===== src/rtl/wb_pkg.sv =====
// Shared Wishbone master definitions: bus op codes, FSM states, lane masks
// and small op-decode helpers.
package wb_pkg;

    localparam logic [2:0] BUSOP_READB  = 3'd0;
    localparam logic [2:0] BUSOP_READH  = 3'd1;
    localparam logic [2:0] BUSOP_READW  = 3'd2;
    localparam logic [2:0] BUSOP_READBU = 3'd3;
    localparam logic [2:0] BUSOP_READHU = 3'd4;
    localparam logic [2:0] BUSOP_WRITEB = 3'd5;
    localparam logic [2:0] BUSOP_WRITEH = 3'd6;
    localparam logic [2:0] BUSOP_WRITEW = 3'd7;

    typedef enum logic [1:0] {
        ST_IDLE = 2'd0,
        ST_BUS  = 2'd1,
        ST_DONE = 2'd2
    } wb_state_t;

    localparam logic [3:0] LANE_B = 4'b0001;
    localparam logic [3:0] LANE_H = 4'b0011;
    localparam logic [3:0] LANE_W = 4'b1111;

    function automatic logic [3:0] op_mask(input logic [2:0] op);
        case (op)
            BUSOP_READB, BUSOP_READBU, BUSOP_WRITEB: op_mask = LANE_B;
            BUSOP_READH, BUSOP_READHU, BUSOP_WRITEH: op_mask = LANE_H;
            default:                                 op_mask = LANE_W;
        endcase
    endfunction

    function automatic logic op_is_write(input logic [2:0] op);
        op_is_write = (op >= BUSOP_WRITEB);
    endfunction

    function automatic logic op_is_unsigned(input logic [2:0] op);
        op_is_unsigned = (op == BUSOP_READBU) || (op == BUSOP_READHU);
    endfunction

    function automatic logic op_aligned(input logic [2:0] op, input logic [1:0] a);
        case (op_mask(op))
            LANE_W:  op_aligned = (a == 2'b00);
            LANE_H:  op_aligned = ~a[0];
            default: op_aligned = 1'b1;
        endcase
    endfunction

endpackage


===== src/rtl/wb_lane_align.sv =====
// Combinational byte-lane steering: select mask, write-data shift and
// read-data shift with zero/sign extension.
module wb_lane_align
    import wb_pkg::*;
#(
    parameter int DATA_W = 32,
    localparam int NB    = DATA_W / 8,
    localparam int OFF_W = $clog2(NB)
) (
    input  logic [2:0]        op,
    input  logic [OFF_W-1:0]  off,
    input  logic [31:0]       wdata,
    input  logic [DATA_W-1:0] rdata,
    output logic [NB-1:0]     sel,
    output logic [DATA_W-1:0] wbus,
    output logic [31:0]       rext
);

    logic [DATA_W-1:0] wext;
    logic [DATA_W-1:0] bmask;
    logic [31:0]       rsh;
    logic              uns;

    assign sel = NB'(op_mask(op)) << off;

    for (genvar i = 0; i < NB; i++) begin : g_bmask
        assign bmask[8*i +: 8] = {8{sel[i]}};
    end

    assign wext = DATA_W'(wdata);
    assign wbus = (wext << {off, 3'b000}) & bmask;
    assign rsh  = 32'(rdata >> {off, 3'b000});
    assign uns  = op_is_unsigned(op);

    always_comb begin
        rext = rsh;
        case (op_mask(op))
            LANE_B:  rext = uns ? {24'b0, rsh[7:0]}  : {{24{rsh[7]}},  rsh[7:0]};
            LANE_H:  rext = uns ? {16'b0, rsh[15:0]} : {{16{rsh[15]}}, rsh[15:0]};
            default: rext = rsh;
        endcase
    end

endmodule


===== src/rtl/wb_master_if.sv =====
// Single-transfer Wishbone classic master. Define WB_TIMEOUT_EN to abort a
// bus cycle that sees no ACK_I/ERR_I within TIMEOUT cycles.
module wb_master_if
    import wb_pkg::*;
#(
    parameter int DATA_W  = 32,
    parameter int ADDR_W  = 32,
    parameter int TIMEOUT = 255
) (
    input  logic                CLK_I,
    input  logic                RST_I,
    input  logic                I_en,
    input  logic [2:0]          I_op,
    input  logic [ADDR_W-1:0]   I_addr,
    input  logic [31:0]         I_data,
    output logic [31:0]         O_data,
    output logic                O_busy,
    output logic                O_done,
    output logic                O_err,
    input  logic                ACK_I,
    input  logic                ERR_I,
    input  logic [DATA_W-1:0]   DAT_I,
    output logic [ADDR_W-1:0]   ADR_O,
    output logic [DATA_W-1:0]   DAT_O,
    output logic [DATA_W/8-1:0] SEL_O,
    output logic                CYC_O,
    output logic                STB_O,
    output logic                WE_O
);

    localparam int NB    = DATA_W / 8;
    localparam int OFF_W = $clog2(NB);

    wb_state_t         state, nxt;
    logic [2:0]        r_op;
    logic [ADDR_W-1:0] r_addr;
    logic [31:0]       r_data;
    logic              err_q;
    logic              cap, lat_rd, set_err, tmo_hit, in_bus;
    logic [NB-1:0]     sel;
    logic [DATA_W-1:0] wbus;
    logic [31:0]       rext;

    wb_lane_align #(.DATA_W(DATA_W)) u_align (
        .op    (r_op),
        .off   (r_addr[OFF_W-1:0]),
        .wdata (r_data),
        .rdata (DAT_I),
        .sel   (sel),
        .wbus  (wbus),
        .rext  (rext)
    );

`ifdef WB_TIMEOUT_EN
    localparam int CNT_W = $clog2(TIMEOUT + 1);
    logic [CNT_W-1:0] tmo_cnt;

    // Counter sits at zero outside BUS, so it is already clear on entry.
    always_ff @(posedge CLK_I) begin
        if (RST_I || state != ST_BUS) tmo_cnt <= '0;
        else                          tmo_cnt <= tmo_cnt + 1'b1;
    end
    assign tmo_hit = (tmo_cnt == CNT_W'(TIMEOUT - 1));
`else
    assign tmo_hit = 1'b0;
`endif

    always_ff @(posedge CLK_I) begin
        if (RST_I) state <= ST_IDLE;
        else       state <= nxt;
    end

    always_comb begin
        nxt     = state;
        cap     = 1'b0;
        lat_rd  = 1'b0;
        set_err = 1'b0;
        case (state)
            ST_IDLE: if (I_en) begin
                cap = 1'b1;
                if (op_aligned(I_op, I_addr[1:0])) nxt = ST_BUS;
                else begin
                    nxt     = ST_DONE;
                    set_err = 1'b1;
                end
            end
            ST_BUS: begin
                // ERR_I takes priority over a simultaneous ACK_I.
                if (ERR_I || (!ACK_I && tmo_hit)) begin
                    nxt     = ST_DONE;
                    set_err = 1'b1;
                end else if (ACK_I) begin
                    nxt    = ST_DONE;
                    lat_rd = !op_is_write(r_op);
                end
            end
            ST_DONE: nxt = ST_IDLE;
            default: nxt = ST_IDLE;
        endcase
    end

    always_ff @(posedge CLK_I) begin
        if (RST_I) begin
            r_op   <= '0;
            r_addr <= '0;
            r_data <= '0;
            err_q  <= 1'b0;
            O_data <= '0;
        end else begin
            err_q <= set_err;
            if (cap) begin
                r_op   <= I_op;
                r_addr <= I_addr;
                r_data <= I_data;
            end
            if (lat_rd) O_data <= rext;
        end
    end

    assign in_bus = (state == ST_BUS);
    assign CYC_O  = in_bus;
    assign STB_O  = in_bus;
    assign WE_O   = in_bus && op_is_write(r_op);
    assign SEL_O  = in_bus ? sel : '0;
    assign DAT_O  = wbus;
    assign ADR_O  = {r_addr[ADDR_W-1:OFF_W], OFF_W'(0)};
    assign O_busy = (state != ST_IDLE);
    assign O_done = (state == ST_DONE);
    assign O_err  = err_q && (state == ST_DONE);

endmodule


===== config.mk =====
export PLATFORM = sky130hd
export DESIGN_NAME = wb_master_if
export DESIGN_NICKNAME = d
export VERILOG_FILES = /design/src/rtl/wb_pkg.sv /design/src/rtl/wb_lane_align.sv /design/src/rtl/wb_master_if.sv
export SDC_FILE = /design/constraint.sdc
export NUM_CORES = 1
export LEC_CHECK = 0
export CAP_MARGIN = 0
export CORE_MARGIN = 10
export CORE_UTILIZATION = 40
export CTS_CLUSTER_DIAMETER = 100
export DETAILED_ROUTE_END_ITERATION = 8
export PLACE_DENSITY = 0.74
export RECOVER_POWER = 50
export SLEW_MARGIN = 20
export SYNTH_ARGS = -nofsm -noshare
export SYNTH_HDL_FRONTEND = slang
export SYNTH_HIERARCHICAL = 1
export SYNTH_SLANG_ARGS = --single-unit

===== constraint.sdc =====
create_clock -name CLK_I -period 2.25 [get_ports CLK_I]
set_input_delay 0.5625 -clock CLK_I [delete_from_list [all_inputs] [get_ports CLK_I]]
set_output_delay 0.5625 -clock CLK_I [all_outputs]
set_load 0.005 [all_outputs]

# Yosys cells after proc, flatten, opt, wreduce, memory -nomap -nowiden
# Cells that the tools add are included.
# word_totals
register_bits,102
inputBits,104
output_inout_bits,106
# op_classes
order_cmp,1
n_eq_ne,18
shift,3
n_mux,25
n_bitwise,2
reduce_logical,14
# ops
cell,count
2-to-1 mux 32 bit,2
one-hot mux 32 bit (2 select lines),1
bitwise AND 32 bit,1
left shift 32 x 5 -> 32 bit,1
right shift 32 x 5 -> 32 bit,1
"== test 3 bit, second input constant",6
one-hot mux 4 bit (2 select lines),2
2-to-1 mux 4 bit,3
OR reduction 3 bit,4
2-to-1 mux 1 bit,10
"== test 4 x 2 -> 1 bit, second input constant",2
2-to-1 mux 2 bit,4
"== test 3 x 1 -> 1 bit, second input constant",2
"== test 3 x 2 -> 1 bit, second input constant",2
zero test 3 bit,2
"== test 4 x 1 -> 1 bit, second input constant",1
"== test 4 bit, second input constant",1
zero test 2 bit,2
one-hot mux 1 bit (2 select lines),2
one-hot mux 2 bit (2 select lines),1
left shift 4 x 2 -> 4 bit,1
"greater-or-equal comparator 3 bit, second input constant",1
"inequality test 3 bit, second input constant",1
"== test 2 x 1 -> 1 bit, second input constant",1
8 further kinds,9

# Logic depth before layout (Yosys ltp)
# Gate-level depths: netlist of the first run.
# depth
word_depth,12
depth_mapped,8
ltp_nobuf,6

# Cells and area by module
# Netlist of the first run, hierarchy kept.
# modules_own_cells
module,n_inst,cells_each,area_per_inst_um2
wb_master_if,1,505,4095.2
wb_lane_align,1,213,1437.6

# Least setup slack after synthesis of the first run
# Ideal clock, no wire load.
# synth_timing
kind,register -> output
from,reg r_op[0]
to,out DAT_O[16]
arrival_ns,1.367
required_ns,1.688
setup_slack_ns,0.320
stages_incl_launch_ff,7
path_cell_list,dfxtp_1 buf_6 xor2_2 o22a_2 and3b_1 buf_6 o2bb2ai_1
# synth_between
elab_chain_cells,5
elab_cells_between_ends,11
# synth_lines
item,line,source
from (decl),wb_master_if.sv:35,logic [2:0] r_op;
from (signal assigned),wb_master_if.sv:112,r_op <= I_op;
== test 3 x 1 -> 1 bit (tied with other cells),wb_pkg.sv:25,case (op)
OR reduction 3 bit,wb_pkg.sv:25,
one-hot mux 4 bit (2 select lines) *,wb_pkg.sv:25,
left shift 4 x 2 -> 4 bit *,wb_lane_align.sv:24,assign sel = NB'(op_mask(op)) << off;
bitwise AND 32 bit *,wb_lane_align.sv:31,"assign wbus = (wext << {off, 3'b000}) & bmask;"
to (decl),wb_master_if.sv:24,"output logic [DATA_W-1:0] DAT_O,"
# Mark *: on every way between the ends. The rest lies on a longest branch, timed or not.

# Worst setup path after layout of the first run
# layout_timing
from,reg r_op[0]
to,out SEL_O[3]
# layout_between
elab_chain_cells,5
elab_cells_between_ends,11
# layout_lines
item,line,source
== test 3 x 1 -> 1 bit (tied with other cells),wb_pkg.sv:25,
OR reduction 3 bit,wb_pkg.sv:25,
one-hot mux 4 bit (2 select lines) *,wb_pkg.sv:25,
left shift 4 x 2 -> 4 bit *,wb_lane_align.sv:24,
via sel[3],wb_master_if.sv:40,logic [NB-1:0] sel;
2-to-1 mux 4 bit *,wb_master_if.sv:124,assign SEL_O = in_bus ? sel : '0;
to (decl),wb_master_if.sv:25,"output logic [DATA_W/8-1:0] SEL_O,"
# The timed path passes the listed nets; every way through them passes the cells marked *.

==> impl_metrics.ini, run 1 <==
[timing]
period_needed_ns = 2.36
max-slew-margin-rel_pct = 38.4
fin_skew_ns = 0.00603
final_hold_viol_count = 0
worst_slack_ns = -0.108
setup_viol = 24
slew_viol_final = 0
max_freq_mhz = 424
worst_pin_slew_ns = 0.924
finalCritPeriodShare_pct = 105
rsz0062_at_grt = true

[floorplan]
die_x_um = 138
coreArea_um2 = 13400
ioPinCount = 210
die_h_um = 138
dieArea_um2 = 18900
start_util_pct = 41.3
rows = 42

[worst_setup_path]
critPathMaxFanout = 5
required_ns = 1.69
path_delay_family = flip-flops
cp-end-kind = output pin
startpoint = r_op[0]$_SDFFE_PP0P_
criticalPathCategory = reg2out
max_stage_delay_ns = 0.39
critPathLaunchType = register
path_cells = mux2_2 > nand2_2 > o211a_4 > inv_1 > and2_1 > dlygate4sd2_1
worst-path-buf-inv = 2
crit_arrival_ns = 1.80
timing.rr.start = r_addr[0]$_SDFFE_PP0P_
cpMaxStageDelayCell = dfxtp_4

[synth]
yosys.area.top_type = dfxtp_1
async_flop_share_pct = 0
yosysMostFrequentCell = nand2_1
yosysSeqAreaShare_pct = 36.9
avgSynthCellArea_um2 = 7.71
synthFlopType = dfxtp_1
netlist_area_um2 = 5530
ys_ff_latch = 102
yosysWarnings = 6
synth.area.top_cells = dfxtp_1 37%, a21oi_1 10%, nand2_1 9.7%, buf_4 5.2%, nand3_1 4.5%
ys_top_cells_by_count = 143 x nand2_1, 114 x a21oi_1, 102 x dfxtp_1, 50 x nand3_1, 38 x buf_4
yosysUniqueCellTypes = 50
synth_edf_count = 0
synth.top_cell.area_share_pct = 36.9
syn_inst = 718

[power]
vdd_drop_max_v = 0.000475
p_leak_nw = 3.19
powerDensity_nw_per_um2 = 587

[clock_network]
hold_buffers = 0
cts_max_path_buffers = 2
cts.sinks = 102
cts_tree = done
path_clk_slew_ns = 0.07
h-tree-depth = 3
insertion_delay_ns = 0.35
numCtsBuffers = 9
cts_root_buffer = clkbuf_16

[outcome]
status = finished, violations left
violations = setup timing

[final_layout]
fin_cells = 1087
final_util_pct = 62.0
nets = 1009
regArea_um2 = 2060
multi_input_area_um2 = 3100
fill_cells = 1241
area_growth_pct = 50.1
drive_gt1_share_pct = 20.5

[detailed_routing]
wl_per_cell_um = 17.7
vias = 5644
drt-total-wl_um = 19300
via_per_inst = 5.19
antenna_left = 0
firstDrtPassIters = 5
post-route-drc-count = 0
drtIter0Drc = 410

[global_route]
grt.total_usage_pct = 19.4
grt_start_max_net_pins = 52
grt_first_pass_wirelength_um = 29200
grt_pass1_vias = 5468
antenna_found_initial = 2
grt_overflow = 0

[run]
maxCapViolCount = 0

[worst_hold_path]
hp-class = reg2reg
hold_start = r_addr[18]$_SDFFE_PP0P_

[place]
gp_congestion = 0.836
dp_cells = 1048
portBuffers = 207
dp_hpwl_um = 13700
==> per-layer routing <==
metal  vias to the layer above  track usage (%)  share of wire [%]  wire length [um]
li1                       2807                -                  -                 -
met5                         -                0                  0                 0
met2                       212             32.1                 49              9470
met4                         0             6.32                1.8               339
met3                        25             6.59                9.7              1870
met1                      2600             22.9                 39              7610
==> stage by stage <==
| step | hold WS, ns | worst slack [ns] | setup TNS (ns) | instance area [um2] | total power (W) |
|---|---|---|---|---|---|
| 6_report | 0.451 | -0.108 | -1.58 | 8310 | 0.00488 |
| 3_3_place_gp | 0.441 | -0.157 | -2.50 | 7660 | 0.00319 |
| 4_1_cts | 0.455 | -0.119 | -2.04 | 8140 | 0.00488 |
| 5_1_grt | 0.470 | -0.162 | -4.66 | 8310 | 0.00512 |
| 2_1_floorplan | 0.432 | 0.320 | 0 | 5540 | 0.00267 |
| 3_5_place_dp | 0.446 | -0.187 | -3.36 | 7660 | 0.00320 |
==> worst paths after layout <==
| path | end | slack (ns) | depth (start not counted) |
|---|---|---|---|
| setup / recovery | SEL_O[3] | -0.11 | 6 |
| hold / removal | r_addr[18]$_SDFFE_PP0P_ | 0.45 | 2 |
| setup reg to reg | O_data[11]$_SDFFE_PP0P_ | 0.19 | 8 |
| hold reg to reg | r_addr[18]$_SDFFE_PP0P_ | 0.45 | 2 |
==> cell families (layout without fill, tap and decap cells) <==
group | after synthesis | after routing | synth area share (%)
AND/OR/NAND/NOR | 274 | 274 | 23.8
XOR/XNOR | 2 | 2 | 0.452
AO/OA/AOI/OAI | 206 | 206 | 21.3
multiplexers | 34 | 34 | 6.60
buffers and inverters | 99 | 290 | 10.8
flip-flops | 102 | 102 | 36.9
other | 1 | 3 | 0.0678
==> layout by cell type, fill, tap and decap left out, drive strengths merged, types with 11 or more instances in the layout <==
cell,netlist,final
nand3,50,50
and2,15,15
o21ai,46,46
dfxtp,102,102
nor2,17,17
dlygate4sd3,0,21
buf,65,88
a21oi,115,115
mux2i,23,23
clkdlybuf4s50,0,148
a211oi,16,16
nand2,161,161
clkbuf,32,13
nor2b,11,11
==> state kept, by name, summed over array words and instances, names as in the netlist <==
name and count:
O_data 32, r_addr 32, r_data 32, r_op 3
state 2, err_q 1
==> area by class of cell <==
| type | instances | area share [%] |
|---|---|---|
| Clock buffer | 10 | 2.76 |
| Multi-Input combinational cell | 518 | 37.3 |
| Timing Repair Buffer | 272 | 31.5 |
| Inverter | 2 | 0.0904 |
| Clock inverter | 6 | 0.844 |
| Antenna cell | 1 | 0.0301 |
| Tap cell | 176 | 2.65 |
| Sequential cell | 102 | 24.8 |
==> worst reg2reg max path, stage by stage (launching register included) <==
cell and delay, ns:
dfxtp_4 0.38, buf_12 0.13, buf_4 0.36, mux4_2 0.43
o21bai_1 0.19, o21ai_2 0.17, a21oi_1 0.12, nand3_1 0.09
a21oi_1 0.06
==> repair_timing <==
action                                  in CTS  in global routing
endpoints found under the setup margin      37                 33
cloned                                       2                  0
pin swaps                                    8                  7
gates resized for setup                    153                 37
buffers inserted                            14                  6
==> power breakdown <==
part / internal (W) / switching [W] / leakage [nW]
Combinational: 0.000695 / 0.000625 / 2.22
Sequential: 0.00191 / 0.0000808 / 0.837
Clock: 0.000873 / 0.000700 / 0.141
No activity file was read; power rests on OpenSTA's default activity.
==> run 2: changes to the inputs <==
- SKIP_CTS_REPAIR_TIMING: default -> 1
- SLEW_MARGIN: 20 -> 15
==> impl_metrics.ini, run 2 (synthesis results as in run 1) <==
[detailed_routing]
vias = 5631
drt-total-wl_um = 19000
post-route-drc-count = 0
via_per_inst = 5.20
firstDrtPassIters = 5
wl_per_cell_um = 17.6
drtIter0Drc = 393
antenna_left = 0

[final_layout]
layout_commonest_cell = clkdlybuf4s50_1
final_util_pct = 61.3
area_growth_pct = 48.4
top_regs = O_data x32, r_addr x32, r_data x32
layout_common_cells = 147 x clkdlybuf4s50_1, 146 x nand2_1, 115 x a21oi_1, 96 x dfxtp_1, 50 x nand3_1
nets = 1004
fin_cells = 1082
drive_gt1_share_pct = 18.1

[timing]
fin_hold_ws_ns = 0.451
final_hold_viol_count = 0
worst_slack_ns = -0.173
worst_pin_slew_ns = 0.680
setup_viol = 21
slew_viol_final = 0
max-slew-margin-rel_pct = 54.7
max_freq_mhz = 413
rsz0062_at_grt = true
fin_skew_ns = 0.00692
period_needed_ns = 2.42
finalCritPeriodShare_pct = 108

[clock_network]
numCtsBuffers = 9
cts_max_path_buffers = 2
insertion_delay_ns = 0.35
h-tree-depth = 3
cts_root_buffer = clkbuf_16
cts.sinks = 102
path_clk_slew_ns = 0.07
cts_tree = done

[worst_setup_path]
max_stage_delay_ns = 0.38
cp_common_cell = buf_6
startpoint = r_op[0]$_SDFFE_PP0P_
crit_arrival_ns = 1.86
required_ns = 1.69
criticalPathCategory = reg2out
cpMaxStageDelayCell = dfxtp_4
critPathLaunchType = register
cp-end-kind = output pin
path_cells = xor2_4 > o22a_2 > o21bai_4 > buf_4 > buf_6 > buf_6 > nor2_1 > clkbuf_2
critPathMaxFanout = 5
timing.rr.start = r_addr[0]$_SDFFE_PP0P_

[global_route]
antenna_found_initial = 2
grt_start_max_net_pins = 52
grt.total_usage_pct = 18.7
grt_first_pass_wirelength_um = 28300
grt_overflow = 0
grt_pass1_vias = 5329

[place]
portBuffers = 207
dp_cells = 1048
dp_hpwl_um = 13700
gp_congestion = 0.836

[power]
vdd_drop_max_v = 0.000475
p_leak_nw = 3.32
powerDensity_nw_per_um2 = 588

[floorplan]
start_util_pct = 41.3
dieArea_um2 = 18900
die_h_um = 138
coreArea_um2 = 13400
ioPinCount = 210
rows = 42
die_x_um = 138

[outcome]
violations = setup timing
status = finished, violations left

[run]
maxCapViolCount = 0

[worst_hold_path]
hold_start = r_addr[18]$_SDFFE_PP0P_
hp-class = reg2reg
## run 2: layout make-up
class                           count  area [um2]
Clock buffer                       10         229
Multi-Input combinational cell    518        3030
Inverter                            2        7.51
Antenna cell                        1        2.50
Fill cell                        1254        5190
Sequential cell                   102        2060
Timing Repair Buffer              267        2590
Tap cell                          176         220
Clock inverter                      6        70.1
## run 2: final timing paths
check,to,slack (ns),depth (start not counted)
worst max-delay path,DAT_O[9],-0.17,8
worst min-delay path,r_addr[18]$_SDFFE_PP0P_,0.45,2
worst max register to register,O_data[12]$_SDFFE_PP0P_,0.12,8
worst min register to register,r_addr[18]$_SDFFE_PP0P_,0.45,2
## run 2: per-stage QoR
stage	setup slack (ns)	area, um2	TNS (ns)	power [W]
floorplan	0.320	5540	0	0.00267
global placement	-0.157	7660	-2.50	0.00319
detailed placement	-0.187	7660	-3.36	0.00320
CTS	-0.568	7960	-15.79	0.00479
global route	-0.237	8210	-3.42	0.00507
finish	-0.173	8210	-2.07	0.00483
## run 2: power breakdown
part           switching, W  internal [W]
Clock              0.000703      0.000873
Combinational      0.000604      0.000666
Sequential        0.0000790       0.00191
Total               0.00139       0.00344
## run 2: critical path: cells and delay by family, from the launching register on
kind,cells,cell delay [ns]
AOI/OAI and AO/OA,2,0.47
xor gates and xnor gates,1,0.20
buffers and inverters,4,0.44
DFF,1,0.38
and+or+nand+nor,1,0.04
## run 2: routing by layer
| layer | GRT usage, % | share of wire, % | wire [um] |
|---|---|---|---|
| met3 | 6.96 | 10 | 1900 |
| met5 | 0 | 0 | 0 |
| met4 | 5.56 | 1.7 | 324 |
| met1 | 22.2 | 40 | 7530 |
| met2 | 30.7 | 49 | 9260 |
==> run 3: changes to the inputs <==
- SLEW_MARGIN: 15 -> 20
==> results of run 3 <==
The final DEF is identical to that of run 2; final timing and power are the same.
